### src/rtl/divrem_pkg.sv
// +-----------------------------------------------------------------------------+
// | Module   : divrem_pkg                                                       |
// | Purpose  : Shared definitions for the signed divide/remainder front end:    |
// |            RISC-V funct3[1:0] codes, controller state encoding and the      |
// |            pipeline depth of the unsigned divider core.                     |
// | Ports    : none (package)                                                   |
// | Revision : 1.0 - initial release                                            |
// +-----------------------------------------------------------------------------+
`default_nettype none

`ifndef LEN_WORD
`define LEN_WORD 32
`endif

package divrem_pkg;

   // funct3[1:0] of the M-extension divide group
   localparam logic [1:0] FN_DIV  = 2'b00;
   localparam logic [1:0] FN_DIVU = 2'b01;
   localparam logic [1:0] FN_REM  = 2'b10;
   localparam logic [1:0] FN_REMU = 2'b11;

   // Stages of the unsigned divu_remu core between accept and done
   localparam int CORE_STAGES = 4;

   typedef enum logic [1:0] {
      ST_IDLE  = 2'd0,
      ST_ISSUE = 2'd1,
      ST_WAIT  = 2'd2,
      ST_DONE  = 2'd3
   } state_e;

endpackage

`default_nettype wire

### src/rtl/divrem_sign_adj.sv
// +-----------------------------------------------------------------------------+
// | Module   : divrem_sign_adj                                                  |
// | Purpose  : Conditional two's-complement negate, used both to turn signed    |
// |            operands into magnitudes and to restore the sign of a result.    |
// | Ports    : val_i [LEN] value in, neg_i negate request, val_o [LEN] result   |
// | Revision : 1.0 - initial release                                            |
// +-----------------------------------------------------------------------------+
`default_nettype none

module divrem_sign_adj #(
   parameter int LEN = 32
) (
   input  logic [LEN-1:0] val_i,
   input  logic           neg_i,
   output logic [LEN-1:0] val_o
);

   // Negating the most negative value wraps back to itself, which is exactly
   // the magnitude the unsigned core needs for 0x80..0.
   assign val_o = neg_i ? ({LEN{1'b0}} - val_i) : val_i;

endmodule

`default_nettype wire

### src/rtl/divrem_signed_ctrl.sv
// +-----------------------------------------------------------------------------+
// | Module   : divrem_signed_ctrl                                               |
// | Purpose  : Signed front end for the unsigned multi-cycle divider divu_remu. |
// |            Executes DIV/DIVU/REM/REMU: latches operand magnitudes, issues   |
// |            them to the core, sign-corrects the core result and applies the |
// |            RISC-V divide-by-zero / overflow results.                        |
// | Ports    : clk, rstn (async, active low)                                    |
// |            order/accepted/done, rs1, rs2, funct, rd  - pipeline side        |
// |            core_order/core_accepted/core_done, core_rs1, core_rs2,          |
// |            core_rem_flag, core_rd                    - divider core side    |
// |            timeout_err - sticky flag, core took longer than CORE_TIMEOUT    |
// | Options  : DIVREM_FAST_SPECIAL_EN - resolve divide-by-zero and signed       |
// |            overflow in the accept cycle without ordering the core.          |
// | Revision : 1.0 - initial release                                            |
// +-----------------------------------------------------------------------------+
`default_nettype none

module divrem_signed_ctrl
   import divrem_pkg::*;
#(
   parameter int LEN          = 32,
   parameter int CORE_TIMEOUT = 15
) (
   input  logic           clk,
   input  logic           rstn,
   input  logic           order,
   output logic           accepted,
   output logic           done,
   input  logic [LEN-1:0] rs1,
   input  logic [LEN-1:0] rs2,
   input  logic [1:0]     funct,
   output logic [LEN-1:0] rd,
   output logic           timeout_err,
   output logic           core_order,
   input  logic           core_accepted,
   input  logic           core_done,
   output logic [LEN-1:0] core_rs1,
   output logic [LEN-1:0] core_rs2,
   output logic           core_rem_flag,
   input  logic [LEN-1:0] core_rd
);

   localparam int            CW        = (CORE_TIMEOUT > 0) ? $clog2(CORE_TIMEOUT + 1) : 1;
   localparam logic [CW-1:0] CNT_LIMIT = CW'(CORE_TIMEOUT);

   generate
      if (LEN != `LEN_WORD) begin : g_len_check
         $error("divrem_signed_ctrl: LEN must equal LEN_WORD");
      end
   endgenerate

   state_e         state_q, state_d;
   logic           negq_q, negq_d;     // quotient needs negation
   logic           negr_q, negr_d;     // remainder needs negation
   logic           zdiv_q, zdiv_d;     // divisor was zero
   logic           rem_q, rem_d;       // REM/REMU selected
   logic [LEN-1:0] crs1_q, crs1_d;
   logic [LEN-1:0] crs2_q, crs2_d;
   logic [LEN-1:0] rd_q, rd_d;
   logic [CW-1:0]  cnt_q, cnt_d;
   logic           err_q, err_d;

   logic           w_signed;
   logic           w_neg1;
   logic           w_neg2;
   logic [LEN-1:0] w_abs1;
   logic [LEN-1:0] w_abs2;
   logic           w_res_neg;
   logic [LEN-1:0] w_res_fix;

   assign w_signed  = ~funct[0];
   assign w_neg1    = w_signed & rs1[LEN-1];
   assign w_neg2    = w_signed & rs2[LEN-1];
   assign w_res_neg = rem_q ? negr_q : negq_q;

   divrem_sign_adj #(.LEN(LEN)) u_adj_rs1 (.val_i(rs1),     .neg_i(w_neg1),    .val_o(w_abs1));
   divrem_sign_adj #(.LEN(LEN)) u_adj_rs2 (.val_i(rs2),     .neg_i(w_neg2),    .val_o(w_abs2));
   divrem_sign_adj #(.LEN(LEN)) u_adj_rd  (.val_i(core_rd), .neg_i(w_res_neg), .val_o(w_res_fix));

`ifdef DIVREM_FAST_SPECIAL_EN
   logic           w_zero;
   logic           w_ovf;
   logic [LEN-1:0] w_fast_rd;

   assign w_zero    = (rs2 == {LEN{1'b0}});
   assign w_ovf     = w_signed & (rs1 == {1'b1, {(LEN-1){1'b0}}}) & (rs2 == {LEN{1'b1}});
   // Zero divisor: Q=all-ones, R=rs1.  Overflow: Q=rs1 (most negative), R=0.
   assign w_fast_rd = funct[1] ? (w_zero ? rs1 : {LEN{1'b0}})
                               : (w_zero ? {LEN{1'b1}} : rs1);
`endif

   always_comb begin
      state_d  = state_q;
      negq_d   = negq_q;
      negr_d   = negr_q;
      zdiv_d   = zdiv_q;
      rem_d    = rem_q;
      crs1_d   = crs1_q;
      crs2_d   = crs2_q;
      rd_d     = rd_q;
      cnt_d    = cnt_q;
      err_d    = err_q;
      accepted = 1'b0;

      case (state_q)
         ST_IDLE: begin
            cnt_d = '0;
            if (order) begin
               accepted = 1'b1;
               negq_d   = w_signed & (rs1[LEN-1] ^ rs2[LEN-1]);
               negr_d   = w_neg1;
               zdiv_d   = (rs2 == {LEN{1'b0}});
               rem_d    = funct[1];
               crs1_d   = w_abs1;
               crs2_d   = w_abs2;
`ifdef DIVREM_FAST_SPECIAL_EN
               if (w_zero | w_ovf) begin
                  rd_d    = w_fast_rd;
                  state_d = ST_DONE;
               end else begin
                  state_d = ST_ISSUE;
               end
`else
               state_d  = ST_ISSUE;
`endif
            end
         end
         ST_ISSUE: begin
            if (core_accepted) begin
               state_d = ST_WAIT;
            end
         end
         ST_WAIT: begin
            // Counter parks at the limit; reaching it means this WAIT cycle is
            // beyond CORE_TIMEOUT.
            if (cnt_q == CNT_LIMIT) begin
               err_d = 1'b1;
            end else begin
               cnt_d = cnt_q + 1'b1;
            end
            if (core_done) begin
               // The core already returns R=|rs1| on a zero divisor, so only the
               // quotient needs forcing; the remainder sign fix restores rs1.
               rd_d    = (!rem_q && zdiv_q) ? {LEN{1'b1}} : w_res_fix;
               state_d = ST_DONE;
            end
         end
         ST_DONE: begin
            state_d = ST_IDLE;
         end
         default: begin
            state_d = ST_IDLE;
         end
      endcase
   end

   always_ff @(posedge clk or negedge rstn) begin
      if (!rstn) begin
         state_q <= ST_IDLE;
         negq_q  <= 1'b0;
         negr_q  <= 1'b0;
         zdiv_q  <= 1'b0;
         rem_q   <= 1'b0;
         crs1_q  <= '0;
         crs2_q  <= '0;
         rd_q    <= '0;
         cnt_q   <= '0;
         err_q   <= 1'b0;
      end else begin
         state_q <= state_d;
         negq_q  <= negq_d;
         negr_q  <= negr_d;
         zdiv_q  <= zdiv_d;
         rem_q   <= rem_d;
         crs1_q  <= crs1_d;
         crs2_q  <= crs2_d;
         rd_q    <= rd_d;
         cnt_q   <= cnt_d;
         err_q   <= err_d;
      end
   end

   assign done          = (state_q == ST_DONE);
   assign core_order    = (state_q == ST_ISSUE);
   assign rd            = rd_q;
   assign core_rs1      = crs1_q;
   assign core_rs2      = crs2_q;
   assign core_rem_flag = rem_q;
   assign timeout_err   = err_q;

endmodule

`default_nettype wire
### config.mk
export PLATFORM = sky130hd
export DESIGN_NAME = divrem_signed_ctrl
export DESIGN_NICKNAME = d
export VERILOG_FILES = /design/src/rtl/divrem_pkg.sv /design/src/rtl/divrem_sign_adj.sv /design/src/rtl/divrem_signed_ctrl.sv
export SDC_FILE = /design/constraint.sdc
export NUM_CORES = 1
export LEC_CHECK = 0
export ABC_AREA = 1
export ABC_CLOCK_PERIOD_IN_PS = 1400
export CELL_PAD_IN_SITES_DETAIL_PLACEMENT = 0
export CELL_PAD_IN_SITES_GLOBAL_PLACEMENT = 2
export CORE_MARGIN = 2
export CORE_UTILIZATION = 24
export CTS_BUF_LIST = sky130_fd_sc_hd__clkbuf_8
export CTS_CLUSTER_DIAMETER = 100
export CTS_CLUSTER_SIZE = 40
export DETAILED_ROUTE_END_ITERATION = 6
export HOLD_SLACK_MARGIN = 0.06
export PLACE_DENSITY_LB_ADDON = 0.1
export REMOVE_ABC_BUFFERS = 1
export SLEW_MARGIN = 5
export SYNTH_ARGS = -nofsm -noshare
export SYNTH_HDL_FRONTEND = slang
export SYNTH_SLANG_ARGS = --single-unit
### constraint.sdc
create_clock -name clk -period 1.4 [get_ports clk]
set_input_delay 0.28 -clock clk [delete_from_list [all_inputs] [get_ports clk]]
set_output_delay 0.28 -clock clk [all_outputs]
set_load 0.01 [all_outputs]
After elaboration in Yosys (flattened, before gate mapping)
Index checks and enable logic that the tools add are counted.
{"block": "classes", "n_addsub": 4, "eq_ne": 8, "mux": 13, "n_bitwise": 5, "n_reduce_logical": 10}
{"cell": "32-bit 2-to-1 mux", "n": 4}
{"cell": "1-bit by 32-bit subtractor with 32-bit output (first input constant)", "n": 3}
{"cell": "32-bit zero test", "n": 1}
{"cell": "2-bit one-hot mux with 4 select lines", "n": 1}
{"cell": "4-bit one-hot mux with 2 select lines", "n": 1}
{"cell": "2-bit AND reduction", "n": 4}
{"cell": "2-bit 2-to-1 mux", "n": 3}
{"cell": "2-bit inequality test (second input constant)", "n": 3}
{"cell": "4-bit by 1-bit adder with 4-bit output (second input constant)", "n": 1}
{"cell": "2-bit == test (second input constant)", "n": 2}
{"cell": "4-bit == test (second input constant)", "n": 1}
{"cell": "4-bit 2-to-1 mux", "n": 1}
{"cell": "1-bit bitwise AND", "n": 3}
{"cell": "1-bit 2-to-1 mux", "n": 3}
{"cell": "3-bit AND reduction", "n": 1}
{"cell": "2-bit by 1-bit == test with 1-bit output (second input constant)", "n": 1}
{"cell": "2-bit zero test", "n": 1}
{"cell": "2-bit by 1-bit inequality test with 1-bit output (second input constant)", "n": 1}
{"cell": "2-bit nonzero test", "n": 1}
{"cell": "1-bit logical AND", "n": 1}
{"cell": "1-bit zero test", "n": 1}
{"cell": "1-bit inverter", "n": 1}
{"cell": "1-bit bitwise XOR", "n": 1}
{"block": "word_totals", "ff_bits": 107, "inputBits": 103, "output_inout_bits": 101, "wordCells": 50}

Longest topological paths before layout
{"block": "logic_depth", "word_depth": 3, "mapped_depth": 11, "mapped_depth_nobuf": 11}

Modules after synthesis
Synthesis repeated with hierarchy kept, for this count alone.
{"block": "hier_totals", "hier_cells": 1185, "area_unflattened_um2": 7498.4}
{"mod": "divrem_signed_ctrl", "instances": 1, "cells_per_inst": 509, "area_per_inst_um2": 4355.4, "seq_area_each_um2": 2677.6}
{"mod": "divrem_sign_adj at u_adj_rd ...", "instances": 2, "cells_per_inst": 225, "area_per_inst_um2": 1052.3, "seq_area_each_um2": 0.0}
{"mod": "divrem_sign_adj at u_adj_rs1", "instances": 1, "cells_per_inst": 226, "area_per_inst_um2": 1038.5, "seq_area_each_um2": 0.0}

Worst setup path after synthesis
OpenSTA, ideal clock, no wires.
{"block": "synth_path", "path_type": "reg2reg", "from": "register state_q[0]", "to": "register rd_q[1], in the netlist rd[1]", "setup_ns": 0.119, "arrival_time_ns": 1.431, "required_time_ns": 1.281, "slack_ns": -0.150, "stages_incl_launch_ff": 12, "n_path_buf": 2, "synth_period_minus_slack_ns": 1.550, "cell_sequence": "dfrtp_1 -> inv_1 -> ha_1 -> buf_2 -> nand2_1 -> inv_2 -> nand2_1 -> inv_1 -> buf_2 -> o21ai_0 -> o22ai_1 -> inv_1"}
{"block": "synth_between", "elab_chain_cells": 2}
{"item": "from (decl)", "line": "divrem_signed_ctrl.sv:52", "text": "state_e state_q, state_d;"}
{"item": "from (signal assigned)", "line": "divrem_signed_ctrl.sv:170", "text": "state_q <= state_d;"}
{"item": "2-bit == test", "line": "divrem_signed_ctrl.sv:105", "text": "case (state_q)"}
{"item": "2-bit AND reduction (no source line)"}
{"item": "to (signal assigned)", "line": "divrem_signed_ctrl.sv:177", "text": "rd_q <= rd_d;"}
{"item": "to (decl)", "line": "divrem_signed_ctrl.sv:59", "text": "logic [LEN-1:0] rd_q, rd_d;"}
No other way between the ends.
A chain may end at the register's enable or synchronous reset.

Worst setup path after layout
{"block": "layout_path", "from": "register state_q[0]", "to": "output port accepted"}
{"block": "layout_between", "elab_chain_cells": 2}
{"item": "2-bit zero test", "line": "divrem_signed_ctrl.sv:105"}
{"item": "1-bit 2-to-1 mux", "line": "divrem_signed_ctrl.sv:105"}
{"item": "to (decl)", "line": "divrem_signed_ctrl.sv:27", "text": "output logic accepted,"}
No other way between the ends.

==> results.py <==
metrics = {
    "logic_synthesis": {
        "seq_area_frac_synth_pct": 37.8,
        "yosysWarnings": 0,
        "syn_avg_cell_area_um2": 6.86,
        "synthFlopType": "dfrtp_1",
        "async_flop_share_pct": 100,
        "synth_seq_cells": 107,
        "synthesis.area_um2": 7090,
        "synth_cell_type_count": 37,
        "synth_edf_count": 0,
        "netlist_instances": 1033,
    },
    "timing": {
        "finalClockSkew_ns": 0.0131,
        "worst_slew_pin_slew_ns": 0.326,
        "fin_ws_ns": -0.194,
        "period_needed_ns": 1.59,
        "maxSlewHeadroom_pct": 78.0,
        "drv_slew": 0,
        "hold_viol_final": 0,
        "max_freq_ghz": 0.627,
        "whs_ns": 0.217,
        "grt_setup_unrepaired": "true",
        "period_share_pct": 114,
        "setup_viol": 107,
    },
    "run_status": {
        "violations": "negative setup slack",
        "status": "complete, but fails checks",
    },
    "global_route": {
        "grt_overflow": 0,
        "antenna_found_initial": 2,
        "grt_pass1_wl_um": 44200,
        "grt_pass1_vias": 8416,
        "grt_usage_pct": 18.2,
        "grt_max_degree": 44,
    },
    "clock_network": {
        "cts-root-buf": "clkbuf_8",
        "cts_buffer_depth": 2,
        "clkTransAtPathRegs_ns": 0.12,
        "cts_tree": "yes",
        "cts_sinks": 107,
        "cts_buffers": 9,
        "clk_latency_ns": 0.40,
        "cts.htree.levels": 3,
    },
    "power": {
        "p_sw_mw": 8.66,
        "seqPwrFrac_pct": 26.2,
        "pwr-share-comb_pct": 64.2,
        "sw_frac_of_total_pct": 41.2,
        "vdd_drop_max_v": 0.000658,
        "power.density_nw_per_um2": 1540,
        "clockPowerShare_pct": 9.6,
        "power.leakage_nw": 6.46,
        "p_int_mw": 12.4,
    },
    "final_layout": {
        "layout.nets": 1626,
        "final_cells": 1905,
        "drive_gt1_share_pct": 40.2,
        "utilization_pct": 47.3,
        "area_delta_synth_final_pct": 92.6,
    },
    "flow_run": {
        "cap_violations": 0,
    },
    "floorplan": {
        "die_area_um2": 30900,
        "fp.dieW_um": 176,
        "die_h_um": 176,
        "rows": 62,
        "ios": 204,
        "initial_core_util_pct": 24.6,
        "design.core.area_um2": 28900,
    },
    "critical_path": {
        "crit_type": "flop to primary output",
        "crit_slowest_cell": "dfrtp_1",
        "startpoint_type": "flop",
        "max_stage_delay_ns": 0.43,
        "crit_chain": "inv_2, ha_4, nand2_4, inv_4, buf_6",
        "path_max_fanout": 4,
        "crit_required_ns": 1.12,
        "arrival_ns": 1.31,
        "endpoint_kind": "primary output",
    },
    "place": {
        "placedCellCount": 1785,
        "gp_congestion": 0.817,
        "numPortBuffers": 203,
        "pre_cts_ws_ns": -0.578,
        "dp.final_hpwl_um": 20300,
    },
    "routing": {
        "route.detailed.drc": 0,
        "vias_per_cell": 4.36,
        "post_drt_wl_per_cell_um": 16.0,
        "first_pass_iters": 4,
        "route.vias.total": 8301,
        "drt-total-wl_um": 30600,
        "final_antenna_net_count": 0,
        "drt_iter0_drc": 351,
    },
    "hold_path": {
        "hold_class": "input pin to flop",
    },
}
-- worst paths after layout --
kind | to | start | cells past startpoint | slack (ns)
worst max-delay path | accepted | state_q[0] | 5 | -0.19
worst min-delay path | core_rs2[16] | rs2[16] | 3 | 0.22
worst max register to register | rd[24] | state_q[0] | 10 | -0.19
worst min register to register | core_rs2[25] | core_rs2[25] | 2 | 0.48
max in group asynchronous | core_rs2[17] | rstn | 3 | 0.66
min in group asynchronous | rd[3] | rstn | 2 | 0.23
-- state kept, by name (all words and copies together), names as in the netlist --
signal and cells:
core_rs1 32, negq_q 1, zdiv_q 1, negr_q 1, core_rem_flag 1, state_q 2, timeout_err 1, rd 32
core_rs2 32, cnt_q 4
-- cells in the mapped netlist (all sizes together), types with 8 or more instances --
| library cell | count | area (um2) |
|---|---|---|
| or2 | 8 | 50.1 |
| xor2 | 21 | 184 |
| inv | 118 | 448 |
| ha | 9 | 113 |
| buf | 18 | 118 |
| a31oi | 11 | 68.8 |
| nor3 | 9 | 60.1 |
| o21ai | 75 | 405 |
| nand3b | 8 | 60.1 |
| a21oi | 25 | 125 |
| dfrtp | 107 | 2680 |
| clkbuf | 13 | 48.8 |
| nand2 | 318 | 1250 |
| nand4 | 20 | 125 |
| nor2 | 139 | 597 |
| nand3 | 117 | 628 |
| o22ai | 8 | 50.1 |
-- worst max-delay path, delay by kind of cell (launching register included) --
kind / cells / cell delay (ns)
adders and majority gates: 1 / 0.16
DFF: 1 / 0.43
buffers and inverters: 3 / 0.27
and+or+nand+nor: 1 / 0.06
-- per-stage QoR --
step	setup TNS, ns	power, mW	cell area, um2
floorplan	-118.11	9.67	6920
global placement	-42.10	15.3	11000
detailed placement	-42.76	15.3	11000
CTS	-5.93	17.8	11900
global route	-17.00	22.6	13600
finish	-9.25	21.0	13700
-- power by group through the flow --
| stage | Combinational [mW] | Clock [mW] | Sequential [mW] |
|---|---|---|---|
| 2_1_floorplan | 3.68 | 0 | 5.98 |
| 3_3_place_gp | 9.79 | 0 | 5.47 |
| 3_5_place_dp | 9.81 | 0 | 5.48 |
| 4_1_cts | 10.3 | 2.12 | 5.42 |
| 5_1_grt | 14.7 | 2.22 | 5.70 |
| 6_report | 13.5 | 2.02 | 5.51 |
-- metal layers --
metal | GRT usage, % | vias to the layer above | share of wire, %
met2 | 31.2 | 151 | 50
met4 | 4.61 | 0 | 1.4
li1 | - | 4302 | -
met1 | 23.3 | 3824 | 44
met3 | 3.66 | 24 | 4.7
met5 | 0 | - | 0
-- layout make-up --
type / count / area [um2]
multi-input cells: 777 / 4870
fillers: 2967 / 15200
clock buffers: 10 / 138
repair buffers: 501 / 4960
diodes: 2 / 5.00
flip-flops and latches: 107 / 2680
inverters: 118 / 473
clock inverters: 6 / 51.3
well taps: 384 / 480
-- cell usage in the layout (no fill, tap or decap), types with 14 or more instances in the layout --
| master | n |
|---|---|
| buf_4 | 234 |
| nand2_1 | 233 |
| dfrtp_1 | 107 |
| inv_1 | 87 |
| nor2_1 | 83 |
| nand3_1 | 74 |
| clkdlybuf4s15_1 | 66 |
| clkdlybuf4s50_1 | 65 |
| nand2_2 | 58 |
| nor2_2 | 43 |
| dlygate4sd2_1 | 43 |
| o21ai_1 | 31 |
| nand3_2 | 26 |
| inv_2 | 25 |
| o21ai_2 | 25 |
| nand2_4 | 25 |
| buf_6 | 23 |
| nand4_1 | 20 |
| xor2_1 | 20 |
| nand3_4 | 17 |
| clkbuf_16 | 17 |
| o21ai_0 | 16 |
| dlymetal6s2s_1 | 16 |
| a21oi_1 | 14 |
| buf_12 | 14 |
-- logic make-up after synthesis --
kind of cell / Yosys count / synth area share (%)
AND/OR/NAND/NOR: 622 / 39.5
buffers and inverters: 149 / 8.67
AO/OA/AOI/OAI: 120 / 9.27
flip-flops: 107 / 37.8
XOR/XNOR: 26 / 3.21
adder cells (fa/ha/maj): 9 / 1.59
-- what timing repair did --
| action | in CTS | in global routing |
|---|---|---|
| pin swaps | 34 | 75 |
| hold buffers | 1 | 0 |
| buffers inserted | 32 | 42 |
| resized for setup | 288 | 333 |
| gates cloned | 7 | 23 |
| endpoints found under the setup margin | 206 | 148 |
| endpoints found under the hold margin | 107 | 0 |
Power figures use the tool's default switching activity.
